$ cat config.mk
export PLATFORM = sky130hd
export DESIGN_NAME = mem_arbiter
export DESIGN_NICKNAME = d
export VERILOG_FILES = /design/src/rtl/mem_arbiter.sv
export SDC_FILE = /design/constraint.sdc
export NUM_CORES = 1
export LEC_CHECK = 0
export BUFFER_PORTS_ARGS = -buffer_cell sky130_fd_sc_hd__buf_2
export CORE_MARGIN = 3
export CORE_UTILIZATION = 40
export CTS_CLUSTER_DIAMETER = 60
export DETAILED_ROUTE_END_ITERATION = 6
export GPL_TIMING_DRIVEN = 1
export PLACE_DENSITY = 0.77
export SKIP_CTS_REPAIR_TIMING = 1
export SLEW_MARGIN = 20
export SYNTH_ARGS = -nofsm -noshare
export SYNTH_HDL_FRONTEND = slang
export SYNTH_SLANG_ARGS = --single-unit
export TNS_END_PERCENT = 5
$ cat constraint.sdc
create_clock -name clk -period 2.6 [get_ports clk]
set_input_delay 0.13 -clock clk [delete_from_list [all_inputs] [get_ports clk]]
set_output_delay 0.13 -clock clk [all_outputs]
set_load 0.02 [all_outputs]
$ cat src/rtl/mem_arbiter.sv
// Shares one pipelined, single-ported memory between I-cache fills, D-cache fills and D-cache
// write-through stores; streams fill beats back to the owning cache with their word index.
module mem_arbiter #(
    parameter int unsigned ADDR_W = 16,
    parameter int unsigned DATA_W = 16,
    parameter int unsigned WORDS  = 8,
    localparam int unsigned WB    = $clog2(WORDS)
) (
    input  logic              clk,
    input  logic              rst_n,
    input  logic              i_req,
    input  logic [ADDR_W-1:0] i_addr,
    input  logic              d_req,
    input  logic [ADDR_W-1:0] d_addr,
    input  logic              d_wr_req,
    input  logic [ADDR_W-1:0] d_wr_addr,
    input  logic [DATA_W-1:0] d_wr_data,
    output logic              mem_en,
    output logic              mem_wr,
    output logic [ADDR_W-1:0] mem_addr,
    output logic [DATA_W-1:0] mem_wdata,
    input  logic [DATA_W-1:0] mem_rdata,
    input  logic              mem_rvalid,
    output logic [DATA_W-1:0] fill_data,
    output logic [WB-1:0]     fill_word,
    output logic              i_fill_we,
    output logic              d_fill_we,
    output logic              i_fill_done,
    output logic              d_fill_done,
    output logic              d_wr_ack,
    output logic              busy
);
    localparam int unsigned CW = WB + 1;
    localparam int unsigned BW = ADDR_W - WB - 1;
    localparam logic [CW-1:0] CntMax  = CW'(WORDS);
    localparam logic [CW-1:0] CntLast = CW'(WORDS - 1);

    typedef enum logic [1:0] {StIdle, StWrite, StFill} state_e;
    typedef enum logic {OwnI, OwnD} owner_e;

    state_e            state_q, state_d;
    owner_e            owner_q, owner_d;
    owner_e            last_q, last_d;
    owner_e            grant;
    logic [BW-1:0]     blk_q, blk_d;
    logic [CW-1:0]     issue_q, issue_d;
    logic [CW-1:0]     recv_q, recv_d;
    logic              mem_en_q, mem_en_d;
    logic              mem_wr_q, mem_wr_d;
    logic [ADDR_W-1:0] mem_addr_q, mem_addr_d;
    logic [DATA_W-1:0] mem_wdata_q, mem_wdata_d;
    logic              beat;
    logic              last_beat;
    logic              unused_addr_bits;

    // Byte-within-block bits of the miss addresses never reach memory.
    assign unused_addr_bits = ^{i_addr[WB:0], d_addr[WB:0]};

    // Beats outside a fill are leftovers from before a reset and are dropped.
    assign beat      = (state_q == StFill) && mem_rvalid;
    assign last_beat = beat && (recv_q == CntLast);

    always_comb begin
        state_d     = state_q;
        owner_d     = owner_q;
        last_d      = last_q;
        blk_d       = blk_q;
        issue_d     = issue_q;
        recv_d      = recv_q;
        mem_en_d    = 1'b0;
        mem_wr_d    = 1'b0;
        mem_addr_d  = mem_addr_q;
        mem_wdata_d = mem_wdata_q;
        // Round-robin on a tie: the miss that was not served last wins.
        grant = (d_req && (!i_req || (last_q == OwnI))) ? OwnD : OwnI;

        unique case (state_q)
            StIdle: begin
                if (d_wr_req) begin
                    state_d     = StWrite;
                    mem_en_d    = 1'b1;
                    mem_wr_d    = 1'b1;
                    mem_addr_d  = d_wr_addr;
                    mem_wdata_d = d_wr_data;
                end else if (i_req || d_req) begin
                    state_d    = StFill;
                    owner_d    = grant;
                    last_d     = grant;
                    blk_d      = (grant == OwnD) ? d_addr[ADDR_W-1:WB+1] : i_addr[ADDR_W-1:WB+1];
                    mem_en_d   = 1'b1;
                    mem_addr_d = {blk_d, {WB{1'b0}}, 1'b0};
                    issue_d    = CW'(1);
                end
            end
            StWrite: begin
                state_d = StIdle;
            end
            StFill: begin
                if (issue_q < CntMax) begin
                    mem_en_d   = 1'b1;
                    mem_addr_d = {blk_q, issue_q[WB-1:0], 1'b0};
                    issue_d    = issue_q + CW'(1);
                end
                if (beat) begin
                    recv_d = recv_q + CW'(1);
                end
                if (last_beat) begin
                    state_d = StIdle;
                    issue_d = '0;
                    recv_d  = '0;
                end
            end
            default: begin
                state_d = StIdle;
            end
        endcase
    end

    always_ff @(posedge clk or negedge rst_n) begin
        if (!rst_n) begin
            state_q     <= StIdle;
            owner_q     <= OwnI;
            last_q      <= OwnI;
            blk_q       <= '0;
            issue_q     <= '0;
            recv_q      <= '0;
            mem_en_q    <= 1'b0;
            mem_wr_q    <= 1'b0;
            mem_addr_q  <= '0;
            mem_wdata_q <= '0;
        end else begin
            state_q     <= state_d;
            owner_q     <= owner_d;
            last_q      <= last_d;
            blk_q       <= blk_d;
            issue_q     <= issue_d;
            recv_q      <= recv_d;
            mem_en_q    <= mem_en_d;
            mem_wr_q    <= mem_wr_d;
            mem_addr_q  <= mem_addr_d;
            mem_wdata_q <= mem_wdata_d;
        end
    end

    assign mem_en      = mem_en_q;
    assign mem_wr      = mem_wr_q;
    assign mem_addr    = mem_addr_q;
    assign mem_wdata   = mem_wdata_q;
    assign fill_data   = mem_rdata;
    assign fill_word   = recv_q[WB-1:0];
    assign i_fill_we   = beat && (owner_q == OwnI);
    assign d_fill_we   = beat && (owner_q == OwnD);
    assign i_fill_done = last_beat && (owner_q == OwnI);
    assign d_fill_done = last_beat && (owner_q == OwnD);
    assign d_wr_ack    = (state_q == StWrite);
    assign busy        = (state_q != StIdle);

endmodule

# --- Word-level counts from Yosys, hierarchy flattened ---
# Cells that the tools add are included.
totals:
  memories: 0
  reg_bits: 57
  inputBits: 86
  ramBits: 0
  latchBits: 0
  mem_bits_ro: 0
  output_inout_bits: 59
  elab_cells: 66
classes:
  n_mul: 0
  mux: 23
  n_reduce_logical: 20
  eq_ne: 9
  add_sub_neg: 2
  magnitude_cmp: 1
  n_div: 0
  n_shift: 0
  bitwise: 2
op_table:
  columns: ["operator", "count"]
  rows:
  - ["two-way mux 16 bit", 3]
  - ["one-hot mux 16 bit (2 select lines)", 1]
  - ["two-way mux 4 bit", 6]
  - ["two-way mux 12 bit", 1]
  - ["adder 4 x 1 -> 4 bit (second input constant)", 2]
  - ["one-hot mux 4 bit (2 select lines)", 1]
  - ["logical AND 1 bit", 7]
  - ["two-way mux 1 bit", 6]
  - ["two-way mux 2 bit", 3]
  - ["inequality test 2 bit (second input constant)", 3]
  - ["AND reduction 2 bit", 3]
  - ["AND reduction 3 bit", 2]
  - ["nonzero test 2 bit", 3]
  - ["equality test 4 x 3 -> 1 bit (second input constant)", 1]
  - ["< comparator 4 bit (second input constant)", 1]
  - ["one-hot mux 2 bit (2 select lines)", 1]
  - ["AND reduction 4 bit", 1]
  - ["inequality test 3 x 2 -> 1 bit (second input constant)", 1]
  - ["inequality test 3 bit (second input constant)", 1]
  - ["equality test 2 x 1 -> 1 bit (second input constant)", 1]
  - ["equality test 2 bit (second input constant)", 1]
  - ["zero test 2 bit", 1]
  - ["logical OR 1 bit", 2]
  - ["inequality test 2 x 1 -> 1 bit (second input constant)", 1]
  - ["other kinds (3)", 4]

# --- Depth between registers and ports, before layout ---
logic_depth:
  ltp_word: 8
  ltp_mapped: 6
  depth_no_buf: 5

# --- Worst setup path after synthesis ---
# Ideal clock, no wire load.
synth_path:
  path_kind: "register to register"
  start: "reg state_q[0]"
  end: "reg mem_wdata_q[10], in the netlist mem_wdata[10]"
  arrival_time_ps: 1482
  stages_incl_launch_ff: 6
  slack_ps: 993
  period_less_slack_ps: 1607
  path_buffers: 2
  setup_time_ps: 125
  path_cell_list: "dfrtp_1 or2_1 buf_6 nor2_4 buf_4 mux2_2"
synth_between:
  elab_chain_cells: 2
synth_lines:
  columns: ["element", "line", "rtl"]
  rows:
  - ["start, declared", "41", "state_e state_q, state_d;"]
  - ["start signal, assigned", "121", "state_q <= StIdle;"]
  - ["start signal, assigned", "132", "state_q <= state_d;"]
  - ["zero test 2 bit", "77", "unique case (state_q)"]
  - ["AND reduction 2 bit (no source line)", null, null]
  - ["end signal, assigned", "141", "mem_wdata_q <= mem_wdata_d;"]
  - ["end, declared", "51", "logic [DATA_W-1:0] mem_wdata_q, mem_wdata_d;"]
# No other way between the ends.
# A chain may end at the register's enable or synchronous reset.

# --- Worst setup path after layout ---
layout_path:
  start: "reg state_q[0]"
  end: "out i_fill_done"
layout_between:
  elab_chain_cells: 4
layout_lines:
  columns: ["element", "line", "rtl"]
  rows:
  - ["equality test 2 bit", "60", "assign beat = (state_q == StFill) && mem_rvalid;"]
  - ["logical AND 1 bit", "60", null]
  - ["logical AND 1 bit", "61", "assign last_beat = beat && (recv_q == CntLast);"]
  - ["logical AND 1 bit", "153", "assign i_fill_done = last_beat && (owner_q == OwnI);"]
  - ["end, declared", "28", "output logic i_fill_done,"]
# No other way between the ends.

==> results.toml <==
[place]
gp_congestion = 0.771
place_hpwl_mm = 4.73
portBuffers = 104

[logic_synthesis]
synthTopCellsByArea = "dfrtp_1, mux2_2, buf_4"
synth-simple-area-share_pct = 12.6
mappedNetlistArea_um2 = 2820
synth-edff-count = 0
synth_top_area_share_pct = 50.6
synth_adder_area_share_pct = 0.888
synth_compound_area_share_pct = 14.3
syn-num-nets = 358
netlist.top_cell.by_area = "dfrtp_1"
syn_area_per_cell_um2 = 10.4
yosys_warnings = 0
synth_top_family_by_area = "compound AO/OA/AOI/OAI gates"
synth-xor-area-share_pct = 0.932
yosysSeqAreaShare_pct = 50.6
async_flop_share_pct = 100
muxShareOfSynthArea_pct = 11.8
synth_seq_cells = 57
synth_flop_cell = "dfrtp_1"
synth_cell_type_count = 37
syn-instance-count = 270

[setup_path]
critical_path_peak_fanout = 20
cp.required_ps = 2470
worstSetupStartpointType = "register"
crit_arrival_ps = 1870
criticalPathCategory = "register to primary output"
end_kind = "primary output"

[min_path]
hold_class = "input port to register"

[cts]
clk_pin_slew_ps = 60
clkSinkCount = 57
cts_tree = "yes"
cts-buffers-inserted = 9
cts-htree-levels = 3
clkLatencyLatePin_ps = 320
clock-root-buffer = "clkbuf_8"
cts_buffer_depth = 2

[die]
rows = 29
die_y_um = 90.0
core_region_area_um2 = 6600
start_util_pct = 42.7
dieArea_um2 = 8090
io_pins = 145
die_w_um = 90.0

[run_status]
status = "complete, no violations"

[routing]
wire_per_inst_um = 14.3
firstDrtPassIters = 4
drc = 0
drt_wl_total_mm = 6.52
ant_nets = 0
via_per_inst = 4.99
drtIter0Drc = 53
num_vias = 2272

[power_and_ir_drop]
p_total_mw = 4.37
peakVddDrop_mv = 0.449
cellLeakagePower_nw = 1.70
p_per_area_nw_per_um2 = 1270

[timing]
finalSetupViolations = 0
hold_violations = 0
fin_setup_tns_ps = 0
slew_headroom_pct = 48.5
finalCriticalPeriod_ps = 2000
clock.fmax_ghz = 0.499
tightest_slew_ps = 773
skew_ps = 6.73
slew_viol_final = 0
final.period_utilization_pct = 77.0
rsz0062_at_grt = "false"

[cells_and_area]
diodes = 0
syn_to_final_growth_pct = 22.3
fillCellCount = 640
drive_gt1_share_pct = 42.0
nets = 445

[global_route]
antenna_found_initial = 0
gr-total-overflow = 0
grt_max_degree = 37
grt_first_pass_wirelength_mm = 10.8
grt_usage_pct = 16.6
grt_pass1_vias = 2259

[job]
cap_violations = 0
-- area by class of cell --
type                            instances  area, um^2  area share, %
Sequential cell                        57        1430           41.4
Multi-Input combinational cell        175        1140           33.2
Timing Repair Buffer                  111         576           16.7
Clock buffer                           13         159           4.61
Tap cell                               93         116           3.38
Clock inverter                          3        15.0          0.436
Inverter                                3        11.3          0.327
-- through the flow --
stage | utilization [%] | instance area, um^2 | instances | hold slack (ps) | worst slack, ps
floorplan | - | 2820 | 270 | -166 | 993
global placement | 49.4 | 3260 | 438 | 121 | 879
detailed placement | 49.4 | 3260 | 438 | 124 | 820
CTS | 52.0 | 3440 | 454 | -234 | 599
global route | 52.2 | 3450 | 455 | 17.7 | 480
finish | 52.2 | 3450 | 455 | 22.5 | 597
-- cells in the final DEF (no fill, tap or decap), types with 2 or more instances in the layout --
master / synthesis / layout
a21oi_1: 22 / 22
a21oi_2: 6 / 6
a22o_1: 12 / 12
and3_1: 3 / 3
buf_2: 7 / 104
buf_4: 22 / 6
clkbuf_1: 4 / 2
clkbuf_8: 0 / 11
clkinv_2: 0 / 3
dfrtp_1: 57 / 57
ha_1: 2 / 2
inv_1: 3 / 3
mux2_2: 17 / 17
mux2i_1: 13 / 13
nand2_1: 30 / 30
nand3_1: 5 / 5
nor2_1: 22 / 22
nor2b_1: 2 / 2
nor3_1: 4 / 4
o21ai_0: 18 / 18
xnor2_1: 2 / 2
-- state kept, by name, indices dropped and copies added (netlist names) --
name	count
last_q	1
mem_wr	1
mem_wdata	16
blk_q	12
issue_q	4
recv_q	4
mem_en	1
mem_addr	16
state_q	2
-- where the power goes --
part           switching (mW)  leakage [nW]  internal (mW)
combinational            1.20         0.934          0.847
sequential              0.279         0.674           1.33
clock                   0.328        0.0932          0.393
total                    1.81          1.70           2.57
-- routing by layer --
metal / vias up / wire (um) / global-route usage, %
met5: - / 0 / 0
met4: 0 / 84 / 6.89
met3: 10 / 398 / 3.09
li1: 1092 / - / -
met1: 1086 / 2900 / 21.7
met2: 84 / 3140 / 27.1
-- cells in the mapped netlist (all sizes together) (2+ instances only) --
| library cell | n |
|---|---|
| dfrtp | 57 |
| buf | 31 |
| nand2 | 30 |
| a21oi | 28 |
| nor2 | 23 |
| mux2 | 18 |
| o21ai | 18 |
| mux2i | 13 |
| a22o | 12 |
| nand3 | 5 |
| nor3 | 5 |
| clkbuf | 4 |
| and3 | 3 |
| inv | 3 |
| ha | 2 |
| nor2b | 2 |
| or2 | 2 |
| xnor2 | 2 |
-- worst max-delay path, stage by stage (launching register included) --
cell and delay (ps):
dfrtp_1 440, nand2b_1 540, nor3_1 350, buf_2 210
-- path summary, 6_finish.rpt --
kind | start | to | slack (ps) | cells after the start
max | state_q[0] | i_fill_done | 600 | 3
min | d_wr_data[12] | mem_wdata[12] | 20 | 2
max reg2reg | state_q[1] | recv_q[3] | 800 | 5
min reg2reg | mem_addr[0] | mem_addr[0] | 480 | 2
max in group asynchronous | rst_n | mem_wdata[2] | 1460 | 3
min in group asynchronous | rst_n | recv_q[2] | 300 | 2
-- cell families (layout without fill, tap and decap cells) --
family                     count (synthesis)  in the layout
muxes                                     31             31
and+or+nand+nor                           76             76
AOI/OAI and AO/OA                         63             63
adders and majority gates                  2              2
xor gates and xnor gates                   3              3
buffers and inverters                     38            130
DFF                                       57             57
Power figures use the tool's default switching activity.
